**src/rtl/gcm_cipher_packer.sv**
```systemverilog
// gcm_cipher_packer: pairs 128-bit cipher blocks into 256-bit words with sideband.
// The words are buffered in a first-word-fall-through FIFO and leave through a valid/ready handshake.
module gcm_cipher_packer #(
    parameter int DEPTH = 8,
    parameter int CNT_W = 16
) (
    input  logic                       clk,
    input  logic                       reset,
    input  logic                       i_valid,
    input  logic                       i_sop,
    input  logic                       i_eop,
    input  logic [127:0]               i_data,
    input  logic [4:0]                 i_bytes,
    output logic                       o_valid,
    input  logic                       o_ready,
    output logic [255:0]               o_data,
    output logic                       o_sop,
    output logic                       o_eop,
    output logic [5:0]                 o_bytes,
    output logic [$clog2(DEPTH):0]     o_level,
    output logic                       o_overflow,
    output logic                       o_proto_err,
    output logic [CNT_W-1:0]           o_drop_count,
    output logic [CNT_W-1:0]           o_pkt_count
);
    localparam int AW = $clog2(DEPTH);
    localparam int LW = AW + 1;
    localparam logic [0:0] IDLE = 1'b0;
    localparam logic [0:0] HALF = 1'b1;

    logic [0:0]   state;
    logic [127:0] held;
    logic         held_sop;
    logic [4:0]   eb;
    logic         restart, emit, pair, full, pop, push_ok, drop;
    logic [263:0] w_entry, head;
    logic [263:0] mem [DEPTH];
    logic [AW-1:0] wr_ptr, rd_ptr;

    // A beat restarts assembly when nothing is held or a new packet interrupts the held half
    always_comb begin
        eb      = (i_eop && i_bytes != 5'd0 && i_bytes <= 5'd16) ? i_bytes : 5'd16;
        restart = (state == IDLE) || i_sop;
        pair    = !restart;
        emit    = i_valid && (pair || i_eop);
        w_entry = pair ? {held_sop, i_eop, 6'd16 + {1'b0, eb}, held, i_data}
                       : {i_sop, 1'b1, {1'b0, eb}, i_data, 128'd0};
        full    = o_level == LW'(DEPTH);
        pop     = o_valid && o_ready;
        push_ok = emit && (!full || pop);
        drop    = emit && full && !pop;
        head    = mem[rd_ptr];
    end

    assign o_valid = o_level != '0;
    assign o_sop   = head[263];
    assign o_eop   = head[262];
    assign o_bytes = head[261:256];
    assign o_data  = head[255:0];

    always_ff @(posedge clk) begin
        if (reset) begin
            state       <= IDLE;
            held        <= '0;
            held_sop    <= 1'b0;
            o_proto_err <= 1'b0;
        end else if (i_valid) begin
            if (state == HALF && i_sop)
                o_proto_err <= 1'b1;
            if (restart && !i_eop) begin
                state    <= HALF;
                held     <= i_data;
                held_sop <= i_sop;
            end else begin
                state <= IDLE;
            end
        end
    end

    always_ff @(posedge clk) begin
        if (push_ok)
            mem[wr_ptr] <= w_entry;
    end

    always_ff @(posedge clk) begin
        if (reset) begin
            wr_ptr       <= '0;
            rd_ptr       <= '0;
            o_level      <= '0;
            o_overflow   <= 1'b0;
            o_drop_count <= '0;
            o_pkt_count  <= '0;
        end else begin
            if (push_ok)
                wr_ptr <= wr_ptr + 1'b1;
            if (pop)
                rd_ptr <= rd_ptr + 1'b1;
            if (push_ok && !pop)
                o_level <= o_level + 1'b1;
            else if (pop && !push_ok)
                o_level <= o_level - 1'b1;
            if (drop) begin
                o_overflow <= 1'b1;
                if (o_drop_count != '1)
                    o_drop_count <= o_drop_count + 1'b1;
            end
            if (pop && o_eop)
                o_pkt_count <= o_pkt_count + 1'b1;
        end
    end
endmodule

```
**config.mk**
```make
export PLATFORM = sky130hd
export DESIGN_NAME = gcm_cipher_packer
export DESIGN_NICKNAME = d
export VERILOG_FILES = /design/src/rtl/gcm_cipher_packer.sv
export SDC_FILE = /design/constraint.sdc
export NUM_CORES = 2
export LEC_CHECK = 0
export ABC_CLOCK_PERIOD_IN_PS = 37100
export BUFFER_PORTS_ARGS = -buffer_cell sky130_fd_sc_hd__buf_4
export CAP_MARGIN = 10
export CORE_UTILIZATION = 45
export DETAILED_ROUTE_END_ITERATION = 16
export HOLD_SLACK_MARGIN = 0.06
export SLEW_MARGIN = 20
export SYNTH_ARGS = -nofsm -noshare
export SYNTH_HDL_FRONTEND = slang
export SYNTH_SLANG_ARGS = --single-unit
```
**constraint.sdc**
```tcl
create_clock -name clk -period 37.1 [get_ports clk]
set_input_delay 5.565 -clock clk [delete_from_list [all_inputs] [get_ports clk]]
set_output_delay 5.565 -clock clk [all_outputs]
set_load 0.01 [all_outputs]
```
Yosys cells after proc, flatten, opt, wreduce, memory -nomap -nowiden
Memory sizes are Yosys's and may differ from the RTL's. A register that Yosys moved wholly into a read port is not among the register bits.
Cells that the tools add are included.
{"block": "word_totals", "wordCells": 57, "n_memories": 1, "out_inout_bits": 303, "ram_bits": 2112, "input_bits": 139, "register_bits": 174}
{"block": "classes", "n_mux": 9, "n_addsub": 7, "n_lt_le_gt_ge": 1, "bitwise_logic": 1, "n_eq_ne": 2, "n_reduce_logical": 26}
{"memory": "mem", "depth": 8, "word_bits": 264, "rd": 1, "rd_ports_with_merged_regs": 1, "wr": 1, "line": "37", "rtl": "logic [263:0] mem [DEPTH];"}
{"operator": "264-bit two-way mux", "n": 1}
{"operator": "16-bit by 1-bit adder with 16-bit output, second input constant", "n": 2}
{"operator": "16-bit inequality test, second input constant", "n": 1}
{"operator": "1-bit logical AND", "n": 12}
{"operator": "4-bit two-way mux", "n": 2}
{"operator": "3-bit by 1-bit adder with 3-bit output, second input constant", "n": 2}
{"operator": "5-bit by 5-bit adder with 6-bit output, first input constant", "n": 1}
{"operator": "3-bit two-way mux", "n": 2}
{"operator": "2-bit AND reduction", "n": 3}
{"operator": "5-bit less-or-equal comparator, second input constant", "n": 1}
{"operator": "1-bit logical NOT", "n": 5}
{"operator": "5-bit two-way mux", "n": 1}
{"operator": "5-bit nonzero test", "n": 1}
{"operator": "4-bit by 1-bit adder with 4-bit output, second input constant", "n": 1}
{"operator": "4-bit == test, second input constant", "n": 1}
{"operator": "4-bit nonzero test", "n": 1}
{"operator": "4-bit by 1-bit subtractor with 4-bit output, second input constant", "n": 1}
{"operator": "1-bit logical OR", "n": 3}
{"operator": "1-bit two-way mux", "n": 3}
{"operator": "2-bit nonzero test", "n": 1}
{"operator": "1-bit NOT", "n": 1}

Depth between registers and ports, before layout
{"block": "logic_depth", "depth_word": 10, "ltp_mapped": 13, "mapped_depth_nobuf": 12}

Worst setup path after synthesis
No wires, ideal clock.
{"block": "synth_timing", "path_kind": "input to register", "startpoint": "input port i_sop", "endpoint": "memory mem[0][0], enable pin", "cell_stages": 5, "required_time_ps": 35565, "setup_ps": 1535, "slack_ps": 4529, "arrival_time_ps": 31036, "path_buffers": 1, "cell_sequence": "nor2b_1 clkbuf_1 o21a_1 nand2_1 nor4_1"}
{"block": "synth_between", "elab_chain_cells": 7}
{"item": "start, declared", "line": "10", "rtl": "input logic i_sop,"}
{"item": "1-bit logical OR", "line": "43", "rtl": "restart = (state == IDLE) || i_sop;"}
{"item": "1-bit logical NOT", "line": "44", "rtl": "pair = !restart;"}
{"item": "1-bit logical OR", "line": "45", "rtl": "emit = i_valid && (pair || i_eop);"}
{"item": "1-bit logical AND", "line": "45"}
{"item": "1-bit logical AND", "line": "50", "rtl": "push_ok = emit && (!full || pop);"}
{"item": "1-bit two-way mux", "line": "81", "rtl": "if (push_ok)"}
{"item": "1-bit two-way mux (implied by the code)", "line": "82", "rtl": "mem[wr_ptr] <= w_entry;"}
{"item": "end, declared", "line": "37"}
Every way passes these cells.

==> impl_metrics.toml <==
[synth]
synthArstFlopShare = 0
yosysWarnings = 0
synth-seq-cells = 2289
syn-cell-area_mm2 = 0.0881
yosysTopAreaCellShare = 0.720
yosys.area_share.adder = 0.00136
syn_nets = 4335
synthSimpleGateAreaFrac = 0.0286
synth-seq-area-share = 0.760
syn_area_per_cell_um2 = 21.0
synth-compound-area-share = 0.0108
synth_xor_area_frac = 0.00219
yosysTopAreaCell = "edfxtp_1"
synthFlopType = "edfxtp_1"
synth.area.mux_share = 0.186
synthDistinctLibCells = 46
synth-edff-count = 2112
synth_top_family_by_area = "multiplexers"
ys_top_cells_by_area = "edfxtp_1 72%, mux4_2 13%, mux2_2 5.0%"
netlist_instances = 4187

[timing]
timing.fmax_mhz = 93.3
slew_violations = 0
relSlewSlack = 0.266
fin_crit_ps = 10720
hold_viol = 0
setup_viol = 0
rsz0062_at_grt = "false"
finalSetupTns_ps = 0
worst_pin_slew_ps = 1100
skew_ps = 24.4
hold_ws_ps = 451
finalCritPeriodShare = 0.289

[pwr]
p_per_area_mw_per_mm2 = 63.4
leakagePower_nw = 32.6
clkPwrFrac = 0.354
p_comb_frac = 0.195
peakVddDrop_mv = 0.0604
p_sw_frac = 0.249
finalPower_w = 0.00647
p_int_w = 0.00486
p_switching_w = 0.00161
power_frac_seq = 0.450

[min_path]
worstHoldPathType = "flip-flop to flip-flop"

[layout]
area_growth_pct = 15.8
nets = 4841
drive_gt1_frac = 0.364
multi_input_area_mm2 = 0.0202
final_core_util = 0.524
final_common_cell = "edfxtp_1"
layout_common_cells = "2112 x edfxtp_1, 526 x mux4_2, 488 x buf_4"
fillers = 15205
final-seq-area_mm2 = 0.0670

[clock_tree]
cts_tree = "done"
postCtsSetupBuffers = 0
ctsResizeCount = 0
htreeDepth = 4
cts_made_buffers = 228
clock-sinks = 2289
hold_buffers = 0
clockRootBuffer = "clkbuf_16"
clock_path_buffers = 3
clk_pin_slew_ps = 60
clk_latency_ps = 860

[grt]
antenna_found_initial = 8
gr-usage-all-layers = 0.205
grt_max_degree = 133
grt_pass1_wl_um = 295000
grt_pass1_vias = 43013
overflow = 0

[worst_setup_path]
cp_cell_sequence = "buf_4 -> buf_12 -> buf_4 -> mux4_2 -> mux2_2 -> buf_4"
worstPathArrival_ps = 5150
start_kind = "flip-flop"
crit_fanout = 132
crit_buf_inv = 4
cp_slowest_cell = "dfxtp_4"
crit_type = "flip-flop to primary output"
cp-endpoint = "o_data[165]"
reg2reg_depth = 8
critical_path_required_ps = 31530
cpPeakStageDelay_ps = 850
crit_top_cell = "buf_4"
cp.depth = 6
reg2reg_slack_ps = 32600
cp-end-kind = "primary output"
critical-path-top-delay-family = "buffers and inverters"
rr_endpoint = "mem[0][29]$_DFFE_PP_"
reg2reg_from = "o_level[0]$_SDFFE_PP0P_"

[status]
outcome = "finished clean"

[routing]
vias_per_cell = 5.62
wl_per_cell_um = 27.2
drc_errors = 0
wirelength_um = 203000
ant_nets = 0
num_vias = 41819
drt_iter0_drc = 3353
drt_first_pass_iters = 5

[job]
max_cap_violations = 0

[placement]
place_congestion = 0.738
portBuffers = 441
hpwl_um = 109000

[floorplanning]
dieHeight_um = 444
io_pins = 442
fp-row-count = 162
initial_core_util = 0.453
dieArea_mm2 = 0.197
die_width_um = 444
core_region_area_mm2 = 0.195
power groups by stage:
stage | Combinational, W | Clock, W | Sequential [W]
2_1_floorplan | 0.000840 | 0 | 0.00298
3_3_place_gp | 0.00129 | 0 | 0.00297
3_5_place_dp | 0.00130 | 0 | 0.00297
4_1_cts | 0.00130 | 0.00235 | 0.00291
5_1_grt | 0.00135 | 0.00244 | 0.00292
6_report | 0.00126 | 0.00229 | 0.00291
cell usage after synthesis (11+ instances only):
master,instances
mux2_2,394
and2_1,135
edfxtp_1,2112
xor2_1,14
nor2_1,38
dfxtp_1,177
clkbuf_1,153
mux4_2,526
nand4_1,13
nand3_1,11
nand2_1,280
buf_2,70
a21oi_1,146
cell families after synthesis:
group                    Yosys count
AND/OR/NAND/NOR                  528
adder cells (fa/ha/maj)            9
buffers and inverters            238
XOR/XNOR                          22
AO/OA/AOI/OAI                    175
flip-flops                      2289
multiplexers                     926
how the worst min path moves through the flow:
stage,from,end,slack [ps],cells past startpoint
floorplan,held[0]$_SDFFE_PP0P_,held[0]$_SDFFE_PP0P_,430,2
global placement,held[125]$_SDFFE_PP0P_,held[125]$_SDFFE_PP0P_,440,2
detailed placement,held[89]$_SDFFE_PP0P_,held[89]$_SDFFE_PP0P_,440,2
CTS,held[89]$_SDFFE_PP0P_,held[89]$_SDFFE_PP0P_,450,2
global route,held[108]$_SDFFE_PP0P_,held[108]$_SDFFE_PP0P_,460,2
finish,held[34]$_SDFFE_PP0P_,held[34]$_SDFFE_PP0P_,450,2
stage by stage:
stage          std cells  worst slack [ps]  instance area, um^2
2_1_floorplan       4187              4530                88100
3_3_place_gp        7005             27210                94400
3_5_place_dp        7005             27180                94400
4_1_cts             7439             26200               102000
5_1_grt             7443             26140               102000
6_report            7443             26380               102000
registers in the layout, indices dropped and copies added (netlist names), named ones only:
name and flops:
mem 2112, o_overflow 1, wr_ptr 3, rd_ptr 3, state 1, held_sop 1, o_pkt_count 16, o_level 4
o_drop_count 16, o_proto_err 1, held 128
worst reg2reg max path: stages (launching register included):
cell,delay (ps)
dfxtp_1,490
nor3_2,150
nand2_1,150
nand2_1,190
nor4_2,340
buf_4,630
buf_4,650
buf_4,790
buf_4,710
final cells by class:
class | instances | share of cell area
Inverter | 7 | 0.000258
Tap cell | 2542 | 0.0312
Antenna cell | 4 | 0.0000982
Clock inverter | 119 | 0.0121
Multi-Input combinational cell | 1660 | 0.198
Sequential cell | 2289 | 0.657
Timing Repair Buffer | 507 | 0.0395
Clock buffer | 315 | 0.0621
metal layers:
layer,vias to the layer above,global-route usage,wire [um]
met3,277,0.0341,10200
met4,4,0.0644,5810
met5,-,0,25
met1,22382,0.278,85400
met2,1051,0.339,101000
li1,18105,-,-
(Power assumes the default switching activity.)
